$ cat src/rtl/clk_gen_pkg.sv
// rtl/clk_gen_pkg.sv - shared states and phase decode constants for the PHY clock sequencer
package clk_gen_pkg;

    localparam int PHASE_W = 5;

    // Phase values on the last clk_32f cycle of each divided-clock period.
    localparam logic [PHASE_W-1:0] PH_4F = 5'd7;
    localparam logic [PHASE_W-1:0] PH_2F = 5'd15;
    localparam logic [PHASE_W-1:0] PH_F  = 5'd31;

    typedef enum logic [2:0] {
        ST_IDLE   = 3'd0,
        ST_HOLD   = 3'd1,
        ST_SETTLE = 3'd2,
        ST_RUN    = 3'd3,
        ST_DRAIN  = 3'd4
    } state_t;

    // Divider is out of reset in these states.
    function automatic logic div_released(input state_t s);
        return (s == ST_SETTLE) || (s == ST_RUN) || (s == ST_DRAIN);
    endfunction

    // Phase strobes are passed to the outside world only in these states.
    function automatic logic strobes_live(input state_t s);
        return (s == ST_RUN) || (s == ST_DRAIN);
    endfunction

endpackage

$ cat src/rtl/clk_phase_cnt.sv
// rtl/clk_phase_cnt.sv - clk_32f phase counter with registered divided-clock boundary strobes
//
// Ports:
//   i_clk_32f  clock
//   i_reset    asynchronous active-low reset
//   i_run      current divider-released flag; phase advances while set
//   i_clr      divider goes (or stays) in reset on this edge; forces phase to 0
//   o_phase    clk_32f cycle index within one clk_f period
//   o_str_4f   phase[2:0] == 7   (ungated)
//   o_str_2f   phase[3:0] == 15  (ungated)
//   o_str_f    phase == 31       (ungated)
module clk_phase_cnt
    import clk_gen_pkg::*;
(
    input  logic               i_clk_32f,
    input  logic               i_reset,
    input  logic               i_run,
    input  logic               i_clr,
    output logic [PHASE_W-1:0] o_phase,
    output logic               o_str_4f,
    output logic               o_str_2f,
    output logic               o_str_f
);

    logic [PHASE_W-1:0] r_phase;
    logic               r_str_4f;
    logic               r_str_2f;
    logic               r_str_f;
    logic [PHASE_W-1:0] w_phase_nxt;

    // i_clr comes from the sequencer's next-state decode so phase drops to 0
    // on the same edge the divider is put back into reset.
    always_comb begin
        w_phase_nxt = '0;
        if (i_run && !i_clr) begin
            w_phase_nxt = r_phase + PHASE_W'(1);
        end
    end

    // Strobes are decoded from the next phase so they line up with o_phase.
    always_ff @(posedge i_clk_32f or negedge i_reset) begin
        if (!i_reset) begin
            r_phase  <= '0;
            r_str_4f <= 1'b0;
            r_str_2f <= 1'b0;
            r_str_f  <= 1'b0;
        end else begin
            r_phase  <= w_phase_nxt;
            r_str_4f <= (w_phase_nxt[2:0] == PH_4F[2:0]);
            r_str_2f <= (w_phase_nxt[3:0] == PH_2F[3:0]);
            r_str_f  <= (w_phase_nxt == PH_F);
        end
    end

    assign o_phase  = r_phase;
    assign o_str_4f = r_str_4f;
    assign o_str_2f = r_str_2f;
    assign o_str_f  = r_str_f;

endmodule

$ cat src/rtl/clk_gen_seq.sv
// rtl/clk_gen_seq.sv - start/stop sequencer for the PHY clock divider with phase strobes
//
// Ports:
//   i_clk_32f    fastest PHY clock, sole clock of this block
//   i_reset      asynchronous active-low reset
//   i_start      level request to bring up the divider (IDLE only)
//   i_stop       level request to shut the divider down
//   o_div_reset  active-low divider reset
//   o_phase      clk_32f cycle index within one clk_f period
//   o_en_4f      strobe on the last clk_32f cycle of each clk_4f period
//   o_en_2f      strobe on the last clk_32f cycle of each clk_2f period
//   o_en_f       strobe on the last clk_32f cycle of each clk_f period
//   o_ready      divided clocks stable and usable
module clk_gen_seq
    import clk_gen_pkg::*;
#(
    parameter int HOLD_CYC   = 4,
    parameter int SETTLE_CYC = 32,
    parameter int CNT_W      = 6
)
(
    input  logic               i_clk_32f,
    input  logic               i_reset,
    input  logic               i_start,
    input  logic               i_stop,
    output logic               o_div_reset,
    output logic [PHASE_W-1:0] o_phase,
    output logic               o_en_4f,
    output logic               o_en_2f,
    output logic               o_en_f,
    output logic               o_ready
);

    // HOLD is entered on the start edge with the counter at 0, so the divider
    // stays in reset for HOLD_CYC further edges before release.
    localparam logic [CNT_W-1:0] HOLD_LAST   = CNT_W'(HOLD_CYC);
    localparam logic [CNT_W-1:0] SETTLE_LAST = CNT_W'(SETTLE_CYC - 1);

    state_t           r_state;
    state_t           w_state_nxt;
    logic [CNT_W-1:0] r_cnt;
    logic [CNT_W-1:0] w_cnt_nxt;
    logic             r_div_reset;
    logic             r_ready;
    logic             r_str_gate;
    logic             w_div_reset_nxt;
    logic             w_str_4f;
    logic             w_str_2f;
    logic             w_str_f;

    always_comb begin
        w_state_nxt = r_state;
        w_cnt_nxt   = '0;
        case (r_state)
            ST_IDLE: begin
                // stop has priority over start
                if (i_start && !i_stop) begin
                    w_state_nxt = ST_HOLD;
                end
            end
            ST_HOLD: begin
                if (i_stop) begin
                    w_state_nxt = ST_IDLE;
                end else if (r_cnt == HOLD_LAST) begin
                    w_state_nxt = ST_SETTLE;
                end else begin
                    w_cnt_nxt = r_cnt + CNT_W'(1);
                end
            end
            ST_SETTLE: begin
                // SETTLE_CYC is a multiple of 32, so RUN starts at phase 0.
                if (i_stop) begin
                    w_state_nxt = ST_IDLE;
                end else if (r_cnt == SETTLE_LAST) begin
                    w_state_nxt = ST_RUN;
                end else begin
                    w_cnt_nxt = r_cnt + CNT_W'(1);
                end
            end
            ST_RUN: begin
                if (i_stop) begin
                    w_state_nxt = ST_DRAIN;
                end
            end
            ST_DRAIN: begin
                // Shut down only on a clk_f boundary; stop is no longer looked at.
                if (o_phase == PH_F) begin
                    w_state_nxt = ST_IDLE;
                end
            end
            default: begin
                w_state_nxt = ST_IDLE;
            end
        endcase
    end

    assign w_div_reset_nxt = div_released(w_state_nxt);

    always_ff @(posedge i_clk_32f or negedge i_reset) begin
        if (!i_reset) begin
            r_state     <= ST_IDLE;
            r_cnt       <= '0;
            r_div_reset <= 1'b0;
            r_ready     <= 1'b0;
            r_str_gate  <= 1'b0;
        end else begin
            r_state     <= w_state_nxt;
            r_cnt       <= w_cnt_nxt;
            r_div_reset <= w_div_reset_nxt;
            r_ready     <= (w_state_nxt == ST_RUN);
            r_str_gate  <= strobes_live(w_state_nxt);
        end
    end

    clk_phase_cnt u_phase (
        .i_clk_32f (i_clk_32f),
        .i_reset   (i_reset),
        .i_run     (r_div_reset),
        .i_clr     (!w_div_reset_nxt),
        .o_phase   (o_phase),
        .o_str_4f  (w_str_4f),
        .o_str_2f  (w_str_2f),
        .o_str_f   (w_str_f)
    );

    assign o_div_reset = r_div_reset;
    assign o_ready     = r_ready;
    assign o_en_4f     = w_str_4f & r_str_gate;
    assign o_en_2f     = w_str_2f & r_str_gate;
    assign o_en_f      = w_str_f  & r_str_gate;

endmodule
$ cat config.mk
export PLATFORM = sky130hd
export DESIGN_NAME = clk_gen_seq
export DESIGN_NICKNAME = d
export VERILOG_FILES = /design/src/rtl/clk_gen_pkg.sv /design/src/rtl/clk_phase_cnt.sv /design/src/rtl/clk_gen_seq.sv
export SDC_FILE = /design/constraint.sdc
export NUM_CORES = 1
export LEC_CHECK = 0
export ABC_AREA = 1
export BUFFER_PORTS_ARGS = -buffer_cell sky130_fd_sc_hd__buf_4
export CAP_MARGIN = 20
export CORE_ASPECT_RATIO = 0.5
export CORE_MARGIN = 4
export CORE_UTILIZATION = 31
export CTS_CLUSTER_SIZE = 24
export DETAILED_ROUTE_END_ITERATION = 7
export PLACE_DENSITY = 0.54
export SLEW_MARGIN = 30
export SYNTH_ARGS = -nofsm -noshare
export SYNTH_HDL_FRONTEND = slang
export SYNTH_SLANG_ARGS = --single-unit
$ cat constraint.sdc
create_clock -name i_clk_32f -period 3.5 [get_ports i_clk_32f]
set_input_delay 0.875 -clock i_clk_32f [delete_from_list [all_inputs] [get_ports i_clk_32f]]
set_output_delay 0.875 -clock i_clk_32f [all_outputs]
set_load 0.01 [all_outputs]
==> results of run 1 <==
[Yosys cell counts]
master,number,share of area
o21ai_0,1,0.0051
dfrtp_1,20,0.51
nor2_2,2,0.013
xor2_1,4,0.035
nand2_4,2,0.023
o21ai_1,3,0.015
nor3_1,4,0.020
nand2_2,2,0.013
inv_2,5,0.019
nand4_4,1,0.022
inv_1,18,0.068
o21ai_2,1,0.0089
nand3b_1,1,0.0076
nand3_1,6,0.030
ha_1,4,0.051
nand2_1,12,0.046
o22ai_1,1,0.0063
nor2_1,19,0.072
a21oi_1,1,0.0051
nor3_2,2,0.020
nor3b_2,1,0.013
[state kept, by name, indices dropped and copies added, names as in the netlist]
register / count
r_cnt: 6
u_phase.o_phase: 5
r_state: 3
o_div_reset: 1
o_ready: 1
r_str_gate: 1
u_phase.o_str_2f: 1
u_phase.o_str_4f: 1
u_phase.o_str_f: 1
[power breakdown]
| group | switching, uW | internal (uW) | leakage (uW) |
|---|---|---|---|
| Sequential | 2.41 | 233 | 0.000278 |
| Combinational | 16.2 | 7.39 | 0.000339 |
| Clock | 80.4 | 153 | 0.0000357 |
| Total | 98.9 | 393 | 0.000652 |
[logic make-up (layout without fill, tap and decap cells)]
family	after synthesis	count (layout)	synth area share
and+or+nand+nor	52	52	0.279
buffers and inverters	23	40	0.0874
DFF	20	20	0.507
AOI/OAI and AO/OA	7	7	0.0405
adders and majority gates	4	4	0.0507
xor gates and xnor gates	4	4	0.0355
[path summary, 6_finish.rpt]
path	endpoint	cells after the start
setup / recovery	o_en_f	3
hold / removal	u_phase.o_str_f$_DFF_PN0_	1
setup reg to reg	u_phase.o_str_f$_DFF_PN0_	10
hold reg to reg	r_cnt[0]$_DFF_PN0_	1
max in group asynchronous	r_cnt[2]$_DFF_PN0_	1
min in group i_clk_32f	r_cnt[0]$_DFF_PN0_	1
[metal layers]
layer	wire (um)	vias to the layer above
li1	-	371
met1	906	300
met2	726	8
met3	66	2
met4	22	0
met5	0	-
[cell type report]
class / count / area share
flip-flops and latches: 20 / 0.415
inverters: 23 / 0.0716
well taps: 40 / 0.0415
repair buffers: 13 / 0.0809
clock inverters: 1 / 0.0249
multi-input cells: 67 / 0.332
clock buffers: 3 / 0.0342
[stage by stage]
step	instances	util
after global routing	167	0.398
after CTS	167	0.398
final	167	0.398
after floorplan	110	-
after global placement	163	0.374
after detailed placement	163	0.374
==> out/qor.txt, run 1 <==
Status -> complete, no violations
Gr ovfl total -> 0
Total count of max-transition violations in the final report -> 0
DIE WIDTH -> 87.8 um
Crit path cell chain -> nand2_1, inv_1, buf_4
Layout filler cell count -> 313
Die area -> 0.00421 mm2
Setup slack after layout -> 1.74 ns
Worst-margin pin slew -> 0.284 ns
Area of the multi-input gates -> 400 um2
CP Max Fanout -> 3
F_max -> 0.567 GHz
Initial Util -> 0.326
RePlAce Congestion -> 0.809
DRC -> 0
WL final -> 1720 um
Initial DRC Count -> 23
CP top delay family -> flip-flops
Worst hold slack -> 0.484 ns
Fin. Hold Viols -> 0
Sequential-to-total area share from yosys stat -> 0.507
Met3 Use GR -> 0.0447
CP Capture Type -> output pin
Clk Latency, worst-skew pair -> 0.26 ns
Die height -> 47.9 um
PortBufs -> 13
Synth cell types -> 21
Final setup vio count -> 0
Crit. Startpoint -> r_str_gate$_DFF_PN0_
Mapped Area -> 987 um2
Synth Instances -> 110
Reg clk slew, reported paths -> 0.08 ns
Peak supply drop -> 0.232 mV
Most common cell after layout, fill and taps aside -> dfrtp_1
PwrDens -> 408 mW/mm2
Synthesized net count -> 118
Power, Total -> 492 uW
Design area -> 0.00121 mm2
Rel. slew slack -> 0.809
CTS Hold Buffers Added -> 0
Flip-flop and latch area -> 500 um2
Yosys reg bits -> 20
Global route hottest layer -> met2
Vias in the first global route -> 648
Largest net degree at the start of global routing -> 21
Met1 Use GR -> 0.130
Setup CP Type -> flop to output pin
Critical Path AT -> 0.89 ns
Global-route wire length before repair -> 2950 um
Grt met2 use -> 0.145
TritonRoute pass-1 iters -> 4
Vias -> 681
Mean routed wirelength per cell -> 10.3 um
Final min period -> 1.76 ns
DPL Wire Length -> 1330 um
IO Pins -> 14
Share of layout cells above drive strength 1 -> 0.260
Warnings, synthesis -> 0
CTS tree -> yes
Ant diodes -> 0
Sink Count -> 20
Setup Buffers After CTS -> 0
Area Growth Syn to Fin -> 22.2%
Maxcap violations -> 0
CP bufs+invs -> 2
Max Clock Skew -> 0.00268 ns
Cts repair resizes -> 0
RSZ-0062 raised after global routing -> no
Critical Path RT -> 2.62 ns
Setup_tns -> 0 ns
Initial antenna violation count -> 0
Class of the worst hold path -> primary input to asynchronous set/reset pin
Final ANT Viol Nets -> 0
Pre-CTS WS -> 1.83 ns
Avg Cell Area, Syn -> 8.97 um2
Worst path slowest cell -> dfrtp_1
Placed Area -> 0.00113 mm2
P_leak -> 0.000652 uW
Core Footprint -> 0.00303 mm2
Nets -> 136
Startpoint Class -> flop
Max clock buf depth -> 2
CTS Root Cell -> clkbuf_8
Most frequent cells in the layout -> dfrtp_1, nor2_1, inv_1, buf_4, nand2_1
CP peak stage delay -> 0.40 ns
Final period util -> 0.504
Num rows -> 14
Reg2reg setup slack -> 1.87 ns
Worst r2r src -> u_phase.o_phase[0]$_DFF_PN0_
Via density -> 4.08
GR Util All Layers -> 0.0977
CTS HTree Levels -> 1
CTS buffer count -> 3
No activity file was read; power rests on OpenSTA's default activity.
==> inputs of run 2 (changes only) <==
==> constraint.sdc (replaced) <==
create_clock -name i_clk_32f -period 1.71 [get_ports i_clk_32f]
set_input_delay 0.4275 -clock i_clk_32f [delete_from_list [all_inputs] [get_ports i_clk_32f]]
set_output_delay 0.4275 -clock i_clk_32f [all_outputs]
set_load 0.01 [all_outputs]
==> run 2 against run 1 <==
Clock power up 51%. Global-route usage down 0.46 points. Flip-flop and latch count unchanged. Cell count unchanged. Count of clock-buffer cells in the layout up 1. Critical path depth grew 7. Hold slack worse by 0.44 ns. Die area unchanged. Via count up 2.3%. Combinational power up 100%. Wire length down 2.3%. Critical path type is now flop to flop. Critical endpoint is now u_phase.o_str_f$_DFF_PN0_.
==> out/qor.txt, run 2 (synthesis gave the netlist of run 1 again) <==
Status -> complete, no violations
CP Max Fanout -> 5 (+2)
Max Clock Skew -> 0.00223 ns (-0.000449 ns)
Worst r2r src -> u_phase.o_phase[0]$_DFF_PN0_
Crit. Startpoint -> u_phase.o_phase[0]$_DFF_PN0_
Nets -> 136 (unchanged)
Peak supply drop -> 0.399 mV (+72%)
CTS HTree Levels -> 1 (unchanged)
IO Pins -> 14 (unchanged)
Placed Area -> 0.00113 mm2 (unchanged)
Flip-flop and latch area -> 500 um2 (unchanged)
Clk Latency, worst-skew pair -> 0.25 ns (about the same)
Initial antenna violation count -> 0 (unchanged)
WL final -> 1680 um (-2.3%)
TritonRoute pass-1 iters -> 3 (-1)
Mean routed wirelength per cell -> 10.1 um (-2.3%)
Setup_tns -> 0 ns (unchanged)
Worst R2R End -> u_phase.o_str_f$_DFF_PN0_
Layout filler cell count -> 309 (-1.3%)
Vias in the first global route -> 648 (unchanged)
CTS Hold Buffers Added -> 0 (unchanged)
Critical Path RT -> 1.89 ns (-0.73 ns)
Worst-margin pin slew -> 0.309 ns (+0.0248 ns)
Area Growth Syn to Fin -> 21.0%
Critical Path AT -> 1.77 ns (+0.88 ns)
GR Util All Layers -> 0.0931 (-0.00463)
Maxcap violations -> 0 (unchanged)
Most frequent cells in the layout -> dfrtp_1, inv_1, nor2_1, buf_4, nand2_1
Via density -> 4.17 (+2.3%)
Reg2reg setup slack -> 0.12 ns (-1.75 ns)
Class of the worst hold path -> primary input to asynchronous set/reset pin
CTS buffer count -> 3 (unchanged)
Reg clk slew, reported paths -> 0.07 ns (about the same)
Rel. slew slack -> 0.793 (-0.0166)
Most flop-heavy register -> r_cnt
P_leak -> 0.000642 uW (-1.6%)
Share of layout cells above drive strength 1 -> 0.276 (+0.0157)
Initial DRC Count -> 12 (-48%)
Setup slack after layout -> 0.124 ns (-1.61 ns)
DRC -> 0 (unchanged)
Ant diodes -> 0 (unchanged)
Design area -> 0.00119 mm2 (-0.93%)
F_max -> 0.630 GHz
Largest net degree at the start of global routing -> 21 (unchanged)
Final min period -> 1.59 ns
RSZ-0062 raised after global routing -> no
Reg2Reg Depth -> 10 (unchanged)
Global-route wire length before repair -> 2860 um (-3.0%)
Max clock buf depth -> 2 (unchanged)
Area of the multi-input gates -> 405 um2 (+1.3%)
Sink Count -> 20 (unchanged)
Startpoint Class -> flop
Total count of max-transition violations in the final report -> 0 (unchanged)
Worst hold slack -> 0.0396 ns (-0.445 ns)
Die height -> 47.9 um (unchanged)
Final period util -> 0.928
Final setup vio count -> 0 (unchanged)
CTS Root Cell -> clkbuf_8
Num rows -> 14 (unchanged)
Largest register FFs -> 6 (unchanged)
Gr ovfl total -> 0 (unchanged)
Vias -> 697 (+2.3%)
CTS tree -> yes
Initial Util -> 0.326 (unchanged)
Core Footprint -> 0.00303 mm2 (unchanged)
Pre-CTS WS -> 0.102 ns (-1.73 ns)
Final ANT Viol Nets -> 0 (unchanged)
Die area -> 0.00421 mm2 (unchanged)
Most common cell after layout, fill and taps aside -> dfrtp_1
RePlAce Congestion -> 0.796 (-1.5%)
PortBufs -> 13 (unchanged)
DIE WIDTH -> 87.8 um (unchanged)
Setup CP Type -> flop to flop
PwrDens -> 736 mW/mm2 (+80%)
DPL Wire Length -> 1320 um (-0.28%)
Setup Buffers After CTS -> 0 (unchanged)
Fin. Hold Viols -> 0 (unchanged)
CP Capture Type -> flop
## run 2: cell types whose count changed in the layout (fill, tap and decap cells not counted)
cell	previous run	this run
ha_2	0	1
clkbuf_8	3	4
ha_1	4	3
bufinv_16	1	0
nor2_1	19	18
nor2_2	2	3
## run 2: repair_timing
action | CTS | global route
endpoints found under the setup margin | 0 | 6
resized for setup | 0 | 2
endpoints found under the hold margin | 0 | 0
## run 2: stage by stage
step | utilization | total power, uW | instances
after floorplan | - | 516 | 110
after global placement | 0.374 | 540 | 163
after detailed placement | 0.374 | 539 | 163
after CTS | 0.393 | 905 | 167
after global routing | 0.394 | 939 | 167
final | 0.394 | 879 | 167
## run 2: worst max-delay path by stage
stage | slack (ns) | depth (start not counted) | to
6_report | 0.12 | 10 | u_phase.o_str_f$_DFF_PN0_
3_5_place_dp | 0.10 | 10 | u_phase.o_str_f$_DFF_PN0_
2_1_floorplan | 0.15 | 10 | u_phase.o_str_f$_DFF_PN0_
4_1_cts | 0.08 | 10 | u_phase.o_str_f$_DFF_PN0_
5_1_grt | 0.005 | 10 | u_phase.o_str_f$_DFF_PN0_
3_3_place_gp | 0.15 | 10 | u_phase.o_str_f$_DFF_PN0_
## run 2: worst max-delay path: stages (launching register included)
cell and delay (ns):
dfrtp_1 0.42, ha_2 0.20, nand2_1 0.06, nor2_1 0.04, ha_1 0.17, nand3b_1 0.16, o21ai_2 0.09, inv_2 0.07
nand2_4 0.09, nand4_4 0.09, nor3_2 0.11
## run 2: area by class of cell
class / count / area share
inverters: 23 / 0.0723
well taps: 40 / 0.0419
flip-flops and latches: 20 / 0.419
repair buffers: 13 / 0.0817
clock buffers: 4 / 0.0461
multi-input cells: 67 / 0.339
## run 2: report_power, final
group | internal (uW) | switching (uW)
logic | 15.1 | 32.1
clock network | 205 | 146
registers | 477 | 4.26
## run 2: routing by layer
metal | GRT usage | routed length [um] | up-vias
met5 | 0 | 0 | -
li1 | - | - | 369
met3 | 0.0447 | 69 | 2
met1 | 0.113 | 844 | 318
met2 | 0.151 | 758 | 8
met4 | 0.0275 | 9 | 0
==> inputs of run 3 (changes only) <==
--- a/config.mk
+++ b/config.mk
@@ -13,6 +13,8 @@
 export CORE_UTILIZATION = 31
 export CTS_CLUSTER_SIZE = 24
 export DETAILED_ROUTE_END_ITERATION = 7
+export GPL_TIMING_DRIVEN = 0
+export MAX_ROUTING_LAYER = met4
 export PLACE_DENSITY = 0.54
 export SLEW_MARGIN = 30
 export SYNTH_ARGS = -nofsm -noshare
==> run 3 against run 2 <==
Cell count grew 3.6%. Global-route usage hardly changed. Flip-flop and latch count unchanged. Critical path depth unchanged. Count of clock-buffer cells in the layout fell by 1. Clock power rose by 33%. Total power grew 13%. Critical path type unchanged. Highest routed layer is now met3.
==> out/qor.txt, run 3 (synthesis gave the netlist of run 1 again) <==
Status -> complete, no violations
Non-filler cells, final -> 173 (+3.6%)
IO Pins -> 14 (unchanged)
Max Clock Skew -> 0.00151 ns (-0.000715 ns)
Class of the worst hold path -> primary input to asynchronous set/reset pin
CP bufs+invs -> 1 (unchanged)
Grt met2 use -> 0.154 (+0.00299)
CP peak stage delay -> 0.41 ns (about the same)
Area Growth Syn to Fin -> 27.2%
Fin. Hold Viols -> 0 (unchanged)
Most flop-heavy register -> r_cnt
CP top delay family -> simple AND/OR/NAND/NOR gates
Final setup vio count -> 0 (unchanged)
Die height -> 47.9 um (unchanged)
Largest register FFs -> 6 (unchanged)
Reg clk slew, reported paths -> 0.07 ns (about the same)
Reg2Reg Depth -> 10 (unchanged)
Finished Core Util -> 0.415 (+0.0202)
CTS HTree Levels -> 1 (unchanged)
Initial Util -> 0.326 (unchanged)
Maxcap violations -> 0 (unchanged)
Final ANT Viol Nets -> 0 (unchanged)
Power, Total -> 997 uW (+13%)
CTS Root Cell -> clkbuf_8
Core Footprint -> 0.00303 mm2 (unchanged)
Vias -> 718 (+3.0%)
CP Capture Type -> flop
Rel. slew slack -> 0.792 (-0.000971)
Worst-margin pin slew -> 0.310 ns (+0.00145 ns)
Die area -> 0.00421 mm2 (unchanged)
RePlAce Congestion -> 0.812 (+1.9%)
Initial DRC Count -> 23 (+11)
Initial antenna violation count -> 0 (unchanged)
Global-route wire length before repair -> 2820 um (-1.4%)
TritonRoute pass-1 iters -> 3 (unchanged)
Design area -> 0.00126 mm2 (+5.1%)
DP Cell Count -> 163 (unchanged)
P_leak -> 0.000676 uW (+5.3%)
CTS buffer count -> 3 (unchanged)
Crit path cell chain -> ha_2, nand2_1, nor2_1, ha_2, nand3b_1, o21ai_2, inv_2, nand2_4, nand4_4, nor3_2
DRC -> 0 (unchanged)
Peak supply drop -> 0.417 mV (+4.5%)
Most frequent cells in the layout -> dfrtp_1, nor2_1, buf_4, inv_1, nand2_1
Via density -> 4.15 (-0.56%)
Share of layout cells above drive strength 1 -> 0.308 (+0.0327)
PortBufs -> 13 (unchanged)
CTS tree -> yes
Critical Path AT -> 1.82 ns (+0.05 ns)
Largest net degree at the start of global routing -> 21 (unchanged)
Num rows -> 14 (unchanged)
PwrDens -> 793 mW/mm2 (+7.9%)
Final min period -> 1.64 ns (+0.0546 ns)
DPL Wire Length -> 1280 um (-3.3%)
Met1 Use GR -> 0.112 (-0.000233)
Placed Area -> 0.00113 mm2 (unchanged)
RSZ-0062 raised after global routing -> yes
CP Max Fanout -> 4 (-1)
Layout filler cell count -> 312 (+0.97%)
Global route hottest layer -> met2
WL final -> 1760 um (+4.8%)
Startpoint Class -> flop
Worst path slowest cell -> dfrtp_1
Met3 Use GR -> 0.0309 (-0.0137)
Gr ovfl total -> 0 (unchanged)
Total count of max-transition violations in the final report -> 0 (unchanged)
Nets -> 142 (+4.4%)
Sink Count -> 20 (unchanged)
Number of cells on the critical path -> 10 (unchanged)
Setup CP Type -> flop to flop
Cell mode on critical path -> ha_2
Clk Latency, worst-skew pair -> 0.25 ns (about the same)
Worst hold slack -> 0.0393 ns (-0.000254 ns)
Ant diodes -> 0 (unchanged)
GR Util All Layers -> 0.0927 (-0.000391)
Mean routed wirelength per cell -> 10.2 um (+1.1%)
Vias in the first global route -> 664 (+2.5%)
DIE WIDTH -> 87.8 um (unchanged)
Max clock buf depth -> 2 (unchanged)
Most common cell after layout, fill and taps aside -> dfrtp_1
Final period util -> 0.959 (+0.0319)
Critical Path RT -> 1.89 ns (about the same)
F_max -> 0.610 GHz (-3.3%)
[run 3: cell count changes in the layout (fill, tap and decap cells not counted), sizes merged]
cell    previous run  this run
buf               13        19
bufinv             0         1
clkbuf             4         3
[run 3: area by class of cell]
class | instances | area, um2 | area share
clock buffer | 3 | 41.3 | 0.0329
clock inverter | 1 | 30.0 | 0.0239
inverter | 23 | 86.3 | 0.0687
multi-input combinational | 67 | 405 | 0.323
sequential | 20 | 500 | 0.398
tap | 40 | 50.0 | 0.0398
timing repair buffer | 19 | 143 | 0.114
[run 3: report_power, final]
part / leakage [uW] / internal (uW) / switching (uW)
Combinational: 0.000362 / 15.2 / 33.1
Clock: 0.0000357 / 312 / 155
Sequential: 0.000278 / 476 / 4.62
[run 3: layer usage]
metal  share of wire  wire length (um)  up-vias
li1                -                 -      383
met1            0.49               865      327
met2            0.48               851        8
met3           0.026                45        0
met4               0                 0        0
met5               0                 0        -
[run 3: worst reg2reg max path, delay by kind of cell (launching register included)]
family | cells | cell delay [ns]
flip-flops | 1 | 0.41
adder cells (fa/ha/maj) | 2 | 0.36
buffers and inverters | 1 | 0.07
AO/OA/AOI/OAI | 1 | 0.10
AND/OR/NAND/NOR | 6 | 0.63
[run 3: path summary, 6_finish.rpt]
| check | from | to | slack [ns] |
|---|---|---|---|
| worst max-delay path | u_phase.o_phase[0]$_DFF_PN0_ | u_phase.o_str_f$_DFF_PN0_ | 0.07 |
| worst min-delay path | i_reset | r_cnt[0]$_DFF_PN0_ | 0.04 |
| worst max register to register | u_phase.o_phase[0]$_DFF_PN0_ | u_phase.o_str_f$_DFF_PN0_ | 0.07 |
| worst min register to register | r_cnt[0]$_DFF_PN0_ | r_cnt[0]$_DFF_PN0_ | 0.51 |
| max in group asynchronous | i_reset | o_ready$_DFF_PN0_ | 1.46 |
| min in group i_clk_32f | i_stop | r_cnt[4]$_DFF_PN0_ | 0.36 |
[run 3: metrics by stage]
stage               setup slack [ns]  setup TNS [ns]
global placement              0.0516               0
floorplan                      0.150               0
detailed placement            0.0636               0
global route                 -0.0473         -0.0773
CTS                           0.0356               0
finish                        0.0694               0
[run 3: timing repair]
action	4_1_cts	5_1_grt
endpoints found under the setup margin	0	5
hold buffers	0	0
endpoints found under the hold margin	0	0
gates resized for setup	0	2
buffers inserted	0	6
